--- config.mk ---
export PLATFORM = sky130hd
export DESIGN_NAME = mips32_trace_capture
export DESIGN_NICKNAME = d
export VERILOG_FILES = /design/src/rtl/mips32_trace_pkg.sv /design/src/rtl/trace_fifo_2w1r.sv /design/src/rtl/mips32_trace_capture.sv
export SDC_FILE = /design/constraint.sdc
export NUM_CORES = 2
export LEC_CHECK = 0
export CAP_MARGIN = 0
export CORE_MARGIN = 2
export CORE_UTILIZATION = 45
export DETAILED_ROUTE_END_ITERATION = 16
export HOLD_SLACK_MARGIN = 0.03
export SLEW_MARGIN = 25
export SYNTH_ARGS = -nofsm -noshare
export SYNTH_HDL_FRONTEND = slang
export SYNTH_HIERARCHICAL = 1
export SYNTH_SLANG_ARGS = --single-unit
--- constraint.sdc ---
create_clock -name clk -period 45.9 [get_ports clk]
set_input_delay 13.77 -clock clk [delete_from_list [all_inputs] [get_ports clk]]
set_output_delay 13.77 -clock clk [all_outputs]
set_load 0.005 [all_outputs]
--- src/rtl/mips32_trace_pkg.sv ---
// Trace record layout, kind codes and a saturating counter helper shared by the capture block and its consumers.
// Pure definitions: no latency, no flow control.
package mips32_trace_pkg;

  localparam int KIND_W      = 2;
  localparam int REG_W       = 5;
  localparam int ADDR_W      = 14;
  localparam int DATA_W      = 32;
  localparam int DROP_W      = 16;
  localparam int DEF_STAMP_W = 16;

  // Field offsets inside traceData; the kind field sits above the stamp, so its offset depends on STAMP_W.
  localparam int DATA_LSB  = 0;
  localparam int ADDR_LSB  = DATA_LSB + DATA_W;
  localparam int STAMP_LSB = ADDR_LSB + ADDR_W;

  typedef enum logic [KIND_W-1:0] {
    KIND_REG  = 2'b00,
    KIND_MEM  = 2'b01,
    KIND_OVF  = 2'b10,
    KIND_RSVD = 2'b11
  } trace_kind_t;

  // Record as seen on traceData with the default 16-bit stamp.
  typedef struct packed {
    trace_kind_t             kind;
    logic [DEF_STAMP_W-1:0]  stamp;
    logic [ADDR_W-1:0]       addr;
    logic [DATA_W-1:0]       data;
  } trace_rec_t;

  function automatic logic [DROP_W-1:0] sat_add_drop(input logic [DROP_W-1:0] a, input logic [1:0] b);
    logic [DROP_W:0] sum;
    sum = {1'b0, a} + {{(DROP_W-1){1'b0}}, b};
    return sum[DROP_W] ? {DROP_W{1'b1}} : sum[DROP_W-1:0];
  endfunction

endpackage

--- src/rtl/trace_fifo_2w1r.sv ---
// DEPTH-entry FIFO, two write ports (wr1 lands after wr0), one read port; reports occupancy at cycle start.
// Head visible the cycle after it is written; writer must respect occupancy, a same-cycle pop frees nothing.
module trace_fifo_2w1r #(
  parameter int DEPTH = 16,
  parameter int W     = 64,
  localparam int PTR_W = $clog2(DEPTH),
  localparam int CNT_W = PTR_W + 1
) (
  input  logic             clk,
  input  logic             rst,
  input  logic             wr0_vld,
  input  logic [W-1:0]     wr0_dat,
  input  logic             wr1_vld,
  input  logic [W-1:0]     wr1_dat,
  output logic             rd_vld,
  input  logic             rd_rdy,
  output logic [W-1:0]     rd_dat,
  output logic [CNT_W-1:0] occ
);

  logic [W-1:0]     mem_q [DEPTH];
  logic [W-1:0]     mem_d [DEPTH];
  logic [PTR_W-1:0] wptr_q, wptr_d;
  logic [PTR_W-1:0] rptr_q, rptr_d;
  logic [CNT_W-1:0] cnt_q, cnt_d;
  logic             pop;

  assign rd_vld = (cnt_q != '0);
  assign rd_dat = rd_vld ? mem_q[rptr_q] : '0;
  assign occ    = cnt_q;
  assign pop    = rd_vld && rd_rdy;

  always_comb begin
    mem_d  = mem_q;
    wptr_d = wptr_q + PTR_W'(wr0_vld) + PTR_W'(wr1_vld);
    rptr_d = rptr_q + PTR_W'(pop);
    cnt_d  = cnt_q + CNT_W'(wr0_vld) + CNT_W'(wr1_vld) - CNT_W'(pop);
    if (wr0_vld) mem_d[wptr_q] = wr0_dat;
    if (wr1_vld) mem_d[wptr_q + PTR_W'(wr0_vld)] = wr1_dat;
  end

  always_ff @(posedge clk or posedge rst) begin
    if (rst) begin
      mem_q  <= '{default: '0};
      wptr_q <= '0;
      rptr_q <= '0;
      cnt_q  <= '0;
    end else begin
      mem_q  <= mem_d;
      wptr_q <= wptr_d;
      rptr_q <= rptr_d;
      cnt_q  <= cnt_d;
    end
  end

endmodule

--- src/rtl/mips32_trace_capture.sv ---
// Stamps WB/store events, admits up to 2 per cycle (marker > REG > MEM) into a FIFO; records drain 1/cycle over traceValid/traceReady.
// Record visible the cycle after sampling; a stalled consumer never stalls sampling, excess events become drops + an OVF marker. MEM capture only with MIPS32_TRACE_MEM_EN.
module mips32_trace_capture
  import mips32_trace_pkg::*;
#(
  parameter int DEPTH   = 16,
  parameter int STAMP_W = 16
) (
  input  logic                                  clk,
  input  logic                                  rst,
  input  logic                                  traceEn,
  input  logic                                  wbValid,
  input  logic [4:0]                            brAddr,
  input  logic [31:0]                           brDataIn,
  input  logic                                  memWrite,
  input  logic [13:0]                           memAddr,
  input  logic [31:0]                           memDataIn,
  output logic                                  traceValid,
  input  logic                                  traceReady,
  output logic [KIND_W+STAMP_W+ADDR_W+DATA_W-1:0] traceData,
  output logic [15:0]                           dropCount
);

  localparam int REC_W = KIND_W + STAMP_W + ADDR_W + DATA_W;
  localparam int CNT_W = $clog2(DEPTH) + 1;

  logic [STAMP_W-1:0] stamp_q, stamp_d;
  logic [DROP_W-1:0]  pend_drop_q, pend_drop_d;
  logic [DROP_W-1:0]  drop_count_q, drop_count_d;

  logic [CNT_W-1:0]   occ;
  logic [CNT_W-1:0]   free;
  logic [1:0]         cap;
  logic [1:0]         n_push;
  logic [1:0]         n_drop;
  logic               ovf_push;
  logic               wr0_vld, wr1_vld;
  logic [REC_W-1:0]   wr0_dat, wr1_dat;

  // Candidates in priority order: 0 = overflow marker, 1 = REG, 2 = MEM.
  logic [2:0]         cand_vld;
  logic [REC_W-1:0]   cand_dat [3];

  assign cand_vld[0] = (pend_drop_q != '0);
  assign cand_vld[1] = traceEn && wbValid;
  assign cand_dat[0] = {KIND_OVF, stamp_q, {ADDR_W{1'b0}}, {(DATA_W-DROP_W){1'b0}}, pend_drop_q};
  assign cand_dat[1] = {KIND_REG, stamp_q, {(ADDR_W-REG_W){1'b0}}, brAddr, brDataIn};

`ifdef MIPS32_TRACE_MEM_EN
  assign cand_vld[2] = traceEn && memWrite;
  assign cand_dat[2] = {KIND_MEM, stamp_q, memAddr, memDataIn};
`else
  logic mem_unused;
  assign mem_unused  = ^{memWrite, memAddr, memDataIn};
  assign cand_vld[2] = 1'b0;
  assign cand_dat[2] = '0;
`endif

  always_comb begin
    free     = CNT_W'(DEPTH) - occ;
    cap      = (free >= CNT_W'(2)) ? 2'd2 : free[1:0];
    n_push   = 2'd0;
    n_drop   = 2'd0;
    ovf_push = 1'b0;
    wr0_vld  = 1'b0;
    wr1_vld  = 1'b0;
    wr0_dat  = '0;
    wr1_dat  = '0;
    for (int i = 0; i < 3; i++) begin
      if (cand_vld[i]) begin
        if (n_push < cap) begin
          if (n_push == 2'd0) begin
            wr0_vld = 1'b1;
            wr0_dat = cand_dat[i];
          end else begin
            wr1_vld = 1'b1;
            wr1_dat = cand_dat[i];
          end
          n_push = n_push + 2'd1;
          if (i == 0) ovf_push = 1'b1;
        end else if (i != 0) begin
          // A blocked marker simply stays pending; only real events count as lost.
          n_drop = n_drop + 2'd1;
        end
      end
    end
    stamp_d      = stamp_q + 1'b1;
    pend_drop_d  = ovf_push ? {{(DROP_W-2){1'b0}}, n_drop} : sat_add_drop(pend_drop_q, n_drop);
    drop_count_d = sat_add_drop(drop_count_q, n_drop);
  end

  always_ff @(posedge clk or posedge rst) begin
    if (rst) begin
      stamp_q      <= '0;
      pend_drop_q  <= '0;
      drop_count_q <= '0;
    end else begin
      stamp_q      <= stamp_d;
      pend_drop_q  <= pend_drop_d;
      drop_count_q <= drop_count_d;
    end
  end

  trace_fifo_2w1r #(
    .DEPTH (DEPTH),
    .W     (REC_W)
  ) u_fifo (
    .clk     (clk),
    .rst     (rst),
    .wr0_vld (wr0_vld),
    .wr0_dat (wr0_dat),
    .wr1_vld (wr1_vld),
    .wr1_dat (wr1_dat),
    .rd_vld  (traceValid),
    .rd_rdy  (traceReady),
    .rd_dat  (traceData),
    .occ     (occ)
  );

  assign dropCount = drop_count_q;

endmodule

==> impl_metrics.toml <==
[finish]
fin_util_pct = 50.42
multi_input_area_sq_mm = 0.03438
nNetsFinal = 4618
nFillCells = 11976
final_common_cell = "mux2_2"
final_cell_mix = "1,882 x mux2_2, 1,082 x dfrtp_1, 251 x mux4_2"
area_growth_pct = 11.46
antenna-diode-count = 0
layout-drive-gt1-share_pct = 55.24
layout.cells.non_filler = 6485
ff_latch_area_sq_mm = 0.02716
final_area_sq_mm = 0.07027

[floorplanning]
dieArea_sq_mm = 0.1431
die_width_um = 378.3
coreArea_sq_mm = 0.1394
die_h_um = 378.3
start_util_pct = 45.24
ioPinCount = 170
rows = 137

[sta]
rsz0062_at_grt = "no"
hold_viol_final = 0
min_period_ns = 19.41
setup_tns_ns = 0
setup_viol = 0
hold_ws_ns = 0.4972
drv_slew = 0
relSlewSlack_pct = 23.81
worst_pin_slew_ns = 1.143
worst_slack_ns = 26.49
max_clock_freq_mhz = 51.52
fin_crit_sh_pct = 42.29
final.setup_skew_ns = 0.02823

[pwr]
power.density_mw_per_mm2 = 53.87
power_mw = 3.785
power.leakage_nw = 32.59
ir_drop_v = 0.00004400

[critical_path]
worstPathRequired_ns = 32.13
crit_path_end_kind = "output pin"
ff2ff_path_depth = 13
cp-start-kind = "flip-flop"
critPathBufInv = 4
crit_fanout = 41
cp.depth = 7
arrival_ns = 5.64
slowest_stage = "dfrtp_4"
cpLargestDelayFamily = "buffers and inverters"
path_common_cell = "buf_4"
worstSetupPathType = "reg2out"
path_cells = "buf_4 -> buf_4 -> buf_4 -> mux4_2 -> mux2i_1 -> o22ai_1 -> clkdlybuf4s50_1"
critPathMaxStageDelay_ns = 0.83

[routing]
initialDrtViolationCount = 2825
drt.antenna.violating_nets = 0
remaining_drc_errors = 0
totalWireLength_mm = 185.8
post_drt_wl_per_cell_um = 28.65
viasPerCell = 5.922
dr.pass1.iters = 5
vias = 38405

[grt]
grt_pass1_wl_mm = 276.0
grt.total_usage_pct = 26.30
antenna_found_initial = 0
grt_max_degree = 159
grt_overflow = 0
grt_pass1_vias = 40021

[synthesis]
synth.distinct_cells = 68
syn_area_sq_mm = 0.06305
syn_avg_cell_area_sq_um = 14.14
ys_ff_latch = 1085
synth_edf_count = 0
yosysSeqAreaShare_pct = 43.06
yosysWarnings = 6
synth_ff_type = "dfrtp_1"
synthArstFlopShare_pct = 100.0
synth_cells = 4459

[cts]
clkTransAtPathRegs_ns = 0.06
clk_latency_ns = 0.80
h-tree-depth = 4
clock_path_buffers = 3
post-cts-setup-buffers = 0
cts-root-buf = "clkbuf_16"
hold_buffers = 0
numCtsBuffers = 132
cts.repair.resized = 0
cts_tree = "done"
clock_sink_count = 1085

[min_path]
min_path_cells = 1
worstHoldPathType = "reg2reg"

[placement]
numPortBuffers = 122
placed_cells = 6253
place_worst_setup_slack_ns = 26.54
dp_hpwl_mm = 95.64
place_area_sq_mm = 0.06597
gp_congestion = 0.7364

[outcome]
run_status = "finished, final reports clean"

[job]
drv_cap = 0
[state kept, by name, summed over array words and instances (netlist names)]
| register | count |
|---|---|
| pend_drop_q | 16 |
| u_fifo/occ | 5 |
| stamp_q | 16 |
| u_fifo/wptr_q | 4 |
| u_fifo/rptr_q | 4 |
| u_fifo/mem_q | 1024 |
| dropCount | 16 |
[worst paths after layout]
| path | from | endpoint | slack [ns] |
|---|---|---|---|
| min in group asynchronous | rst | u_fifo/rptr_q[2] | 13.56 |
| setup reg to reg | u_fifo/occ[0] | u_fifo/mem_q[988] | 39.65 |
| hold / removal | stamp_q[15] | stamp_q[15] | 0.50 |
| hold reg to reg | stamp_q[15] | stamp_q[15] | 0.50 |
| max in group asynchronous | rst | u_fifo/mem_q[410] | 29.29 |
| setup / recovery | u_fifo/rptr_q[0] | traceData[26] | 26.49 |
[power breakdown]
group,switching [mW],internal [mW]
Sequential,0.170,1.23
Clock,0.435,0.604
Combinational,0.558,0.787
Total,1.16,2.62
[cell families (layout without fill, tap and decap cells)]
kind of cell,after synthesis,count (layout),share of synthesized area [%]
buffers and inverters,463,467,3.632
XOR/XNOR,29,29,0.4029
other,1,147,0.005948
AO/OA/AOI/OAI,145,145,1.723
adder cells (fa/ha/maj),17,17,0.3612
AND/OR/NAND/NOR,287,287,2.788
multiplexers,2432,2432,48.02
flip-flops,1085,1085,43.06
[area by class of cell]
type | instances | share of cell area (%)
Sequential cell | 1085 | 38.65
Tap cell | 1876 | 3.340
Timing Repair Buffer | 216 | 2.877
Multi-Input combinational cell | 3057 | 48.92
Clock buffer | 195 | 5.452
Clock inverter | 36 | 0.6356
Inverter | 20 | 0.1175
[synth_stat cells, drive strengths merged, types with 3 or more instances]
cell type	count	share of area, %
nor2	35	0.24
mux2i	129	2.0
nor3	19	0.26
a311oi	6	0.083
o2bb2ai	4	0.095
or3	4	0.040
nor2b	3	0.030
buf	258	2.4
o22ai	59	0.59
o211ai	5	0.060
a22o	16	0.22
ha	15	0.30
o21ai	6	0.065
and3	13	0.13
clkbuf	185	1.1
nand3b	5	0.060
nand2b	6	0.060
or4	3	0.036
a21oi	13	0.11
nand3	25	0.20
and2	98	0.97
a41oi	3	0.054
xnor2	17	0.24
inv	20	0.12
nor3b	3	0.036
and4	6	0.083
dfrtp	1085	43
mux2	2052	37
a22oi	10	0.12
a31oi	12	0.16
mux4	251	9.0
nor4	10	0.21
nand2	42	0.25
xor2	12	0.17
nand4	10	0.11
[per-layer routing]
| metal | GRT usage, % | share of wire [%] | up-vias |
|---|---|---|---|
| met1 | 36.34 | 45 | 20638 |
| met3 | 4.405 | 4.8 | 254 |
| li1 | - | - | 16634 |
| met4 | 7.277 | 2.3 | 0 |
| met2 | 42.73 | 48 | 879 |
| met5 | 0 | 0 | - |
[worst register-to-register path: stages, from the launching register on]
cell     delay (ns)
dfrtp_1        0.52
inv_1          0.17
ha_1           0.24
mux2i_1        0.18
and3_1         0.32
a21oi_2        0.16
buf_4          0.38
ha_1           0.30
ha_1           0.69
a41oi_2        0.46
nor2_4         0.97
buf_4          0.61
buf_4          0.64
mux2_2         0.48
(Power assumes the default switching activity.)
==> patch (same settings) <==
`STAMP_W`: 16 -> 18.
--- a/src/rtl/mips32_trace_capture.sv
+++ b/src/rtl/mips32_trace_capture.sv
@@ -6,3 +6,3 @@
   parameter int DEPTH   = 16,
-  parameter int STAMP_W = 16
+  parameter int STAMP_W = 18
 ) (
Interface: changed (resized traceData); port bits go from 170 to 172. No check against the original RTL was run, so the function may have changed too.
==> patch against the unedited design <==
- clock skew decreased by 6.8 ps
- sequential cell count rose by 34
- design area increased by 3.2%
- fmax decreased by 0.41%
- synthesized area is 2.9% higher
- sequential share of layout area is essentially flat
- setup slack got worse by 79 ps
- via count rose by 5.2%
- total power is 9.2% higher
- wire length increased by 4.6%
- critical endpoint is now traceData[1]
- largest cell class unchanged
- largest power group is now combinational cells
- highest routed layer unchanged
==> patch: results (changes against the unedited design) <==
outcome:
  outcome: "completed"  # unchanged
logic_synthesis:
  yosys-top-cells-count: "mux2_2, dfrtp_1, clkbuf_1"  # was mux2_2, dfrtp_1, mux4_2
  ys_async_sr_fraction: 1.00  # unchanged
  synth_cell_types: 69  # was 68
  synth_warnings: 6  # unchanged
  yosys-top-cells-area: "dfrtp_1, mux2_2, mux4_2, mux2i_1, buf_2"  # was dfrtp_1, mux2_2, mux4_2, mux2i_1, mux2_1
  postSynthAreaPerCell_um2: 13.6  # was 14.1 um2
  ys_seq_area_frac: 0.432  # was 0.431
placed_design:
  portBuffers: 124  # was 122
  dp_worst_setup_slack_ps: 26360  # was 26540 ps
  placedCellCount: 6572  # was 6253
  hpwl_um: 102000  # was 95600 um
  routabilityCongestion: 0.771  # was 0.736
routing:
  wl_um: 194000  # was 186000 um
  first_iter_violations: 2890  # was 2825
  via_per_inst: 5.93  # was 5.92
worst_hold_path:
  worstHoldEndpoint: "stamp_q[17]"  # was stamp_q[15]
  min_from: "stamp_q[17]"  # was stamp_q[15]
  min_path_cells: 1  # unchanged
critical_path:
  ff2ff_path_depth: 14  # was 13
  reg2reg_slack_ps: 39510  # was 39650 ps
  worstReg2RegEnd: "u_fifo/mem_q[964]"  # was u_fifo/mem_q[988]
  crit_arrival_ps: 5720  # was 5640 ps
cts:
  clk_path_buf_depth: 3  # unchanged
  numCtsBuffers: 135  # was 132
  post_cts_buffers: 0  # unchanged
  cts_tree: "yes"  # unchanged
  cts-htree-levels: 4  # unchanged
  clock_latency_ps: 770  # was 800 ps
cells_and_area:
  drive_above_1_share: 0.547  # was 0.552
  final_cells: 6820  # was 6485
  nNetsFinal: 4914  # was 4618
timing:
  worst_pin_slew_ps: 1120  # was 1140 ps
  hold_ws_ps: 487  # was 497 ps
  finClkSkew_ps: 21.5  # was 28.2 ps
global_routing:
  grt_max_degree: 162  # was 159
  grt_pass1_wl_um: 288000  # was 276000 um
  grt_pass1_vias: 42186  # was 40021
  grt_use_total: 0.265  # was 0.263
power_and_ir_drop:
  vdd_drop_max_mv: 0.0442  # was 0.0440 mV
  leakage_nw: 34.0  # was 32.6 nW
patch: cell count changes after synthesis, moves of 19 or more:
| cell | before | now |
|---|---|---|
| mux2_4 | 60 | 36 |
| a22oi_1 | 10 | 56 |
| nand3_1 | 25 | 77 |
| mux2i_1 | 129 | 191 |
| mux4_2 | 251 | 208 |
| mux2_1 | 110 | 5 |
| dfrtp_1 | 1085 | 1119 |
| mux2_2 | 1882 | 2073 |
| clkbuf_1 | 185 | 229 |
| o21ai_0 | 4 | 64 |
| nand2b_1 | 6 | 60 |
| buf_6 | 33 | 14 |
| o22ai_1 | 59 | 10 |
patch: worst max path at each step:
stage	from	end	slack [ps]
after floorplan	rst	u_fifo/mem_q[0]	2040
after global placement	traceEn	u_fifo/mem_q[17]	26160
after detailed placement	traceEn	u_fifo/mem_q[968]	26360
after CTS	u_fifo/rptr_q[0]	traceData[1]	26370
after global routing	u_fifo/rptr_q[0]	traceData[1]	26180
final	u_fifo/rptr_q[0]	traceData[1]	26410
patch: kinds of logic (layout without fill, tap and decap cells):
group / after synthesis / after routing / share of synthesized area
multiplexers: 2513 / 2513 / 0.471
XOR/XNOR: 31 / 31 / 0.00419
adder cells (fa/ha/maj): 17 / 17 / 0.00351
AND/OR/NAND/NOR: 394 / 394 / 0.0349
buffers and inverters: 501 / 492 / 0.0351
AO/OA/AOI/OAI: 200 / 200 / 0.0198
other: 1 / 151 / 0.0000578
flip-flops: 1119 / 1119 / 0.432
patch: cell type report:
cell class / instances / area [um2]
Clock inverter: 20 / 184
Sequential cell: 1119 / 28000
Clock buffer: 222 / 4180
Multi-Input combinational cell: 3302 / 35500
Inverter: 20 / 82.6
Antenna cell: 4 / 10.0
Tap cell: 1903 / 2380
Fill cell: 12468 / 70800
Timing Repair Buffer: 230 / 2210
patch: report_power, final:
part | total, mW | switching (mW) | internal (mW) | leakage, nW
clock network | 1.06 | 0.433 | 0.626 | 2.14
registers | 1.47 | 0.186 | 1.28 | 15.1
logic | 1.61 | 0.724 | 0.881 | 16.7
patch: per-stage QoR:
| stage | area, um2 | utilization |
|---|---|---|
| after floorplan | 65400 | - |
| after global placement | 68000 | 0.474 |
| after detailed placement | 68100 | 0.475 |
| after CTS | 72500 | 0.506 |
| after global routing | 72500 | 0.506 |
| final | 72500 | 0.506 |
patch: metal layers:
layer  share of wire  GRT usage
met4           0.026     0.0759
met3           0.043     0.0358
met5               0          0
met2            0.47      0.425
met1            0.46      0.376
patch: critical path: stages, from the launching register on:
cell	delay, ps
dfrtp_4	1000
buf_4	870
buf_4	860
mux4_2	400
mux2i_1	80
o21ai_0	890
clkdlybuf4s50_1	690
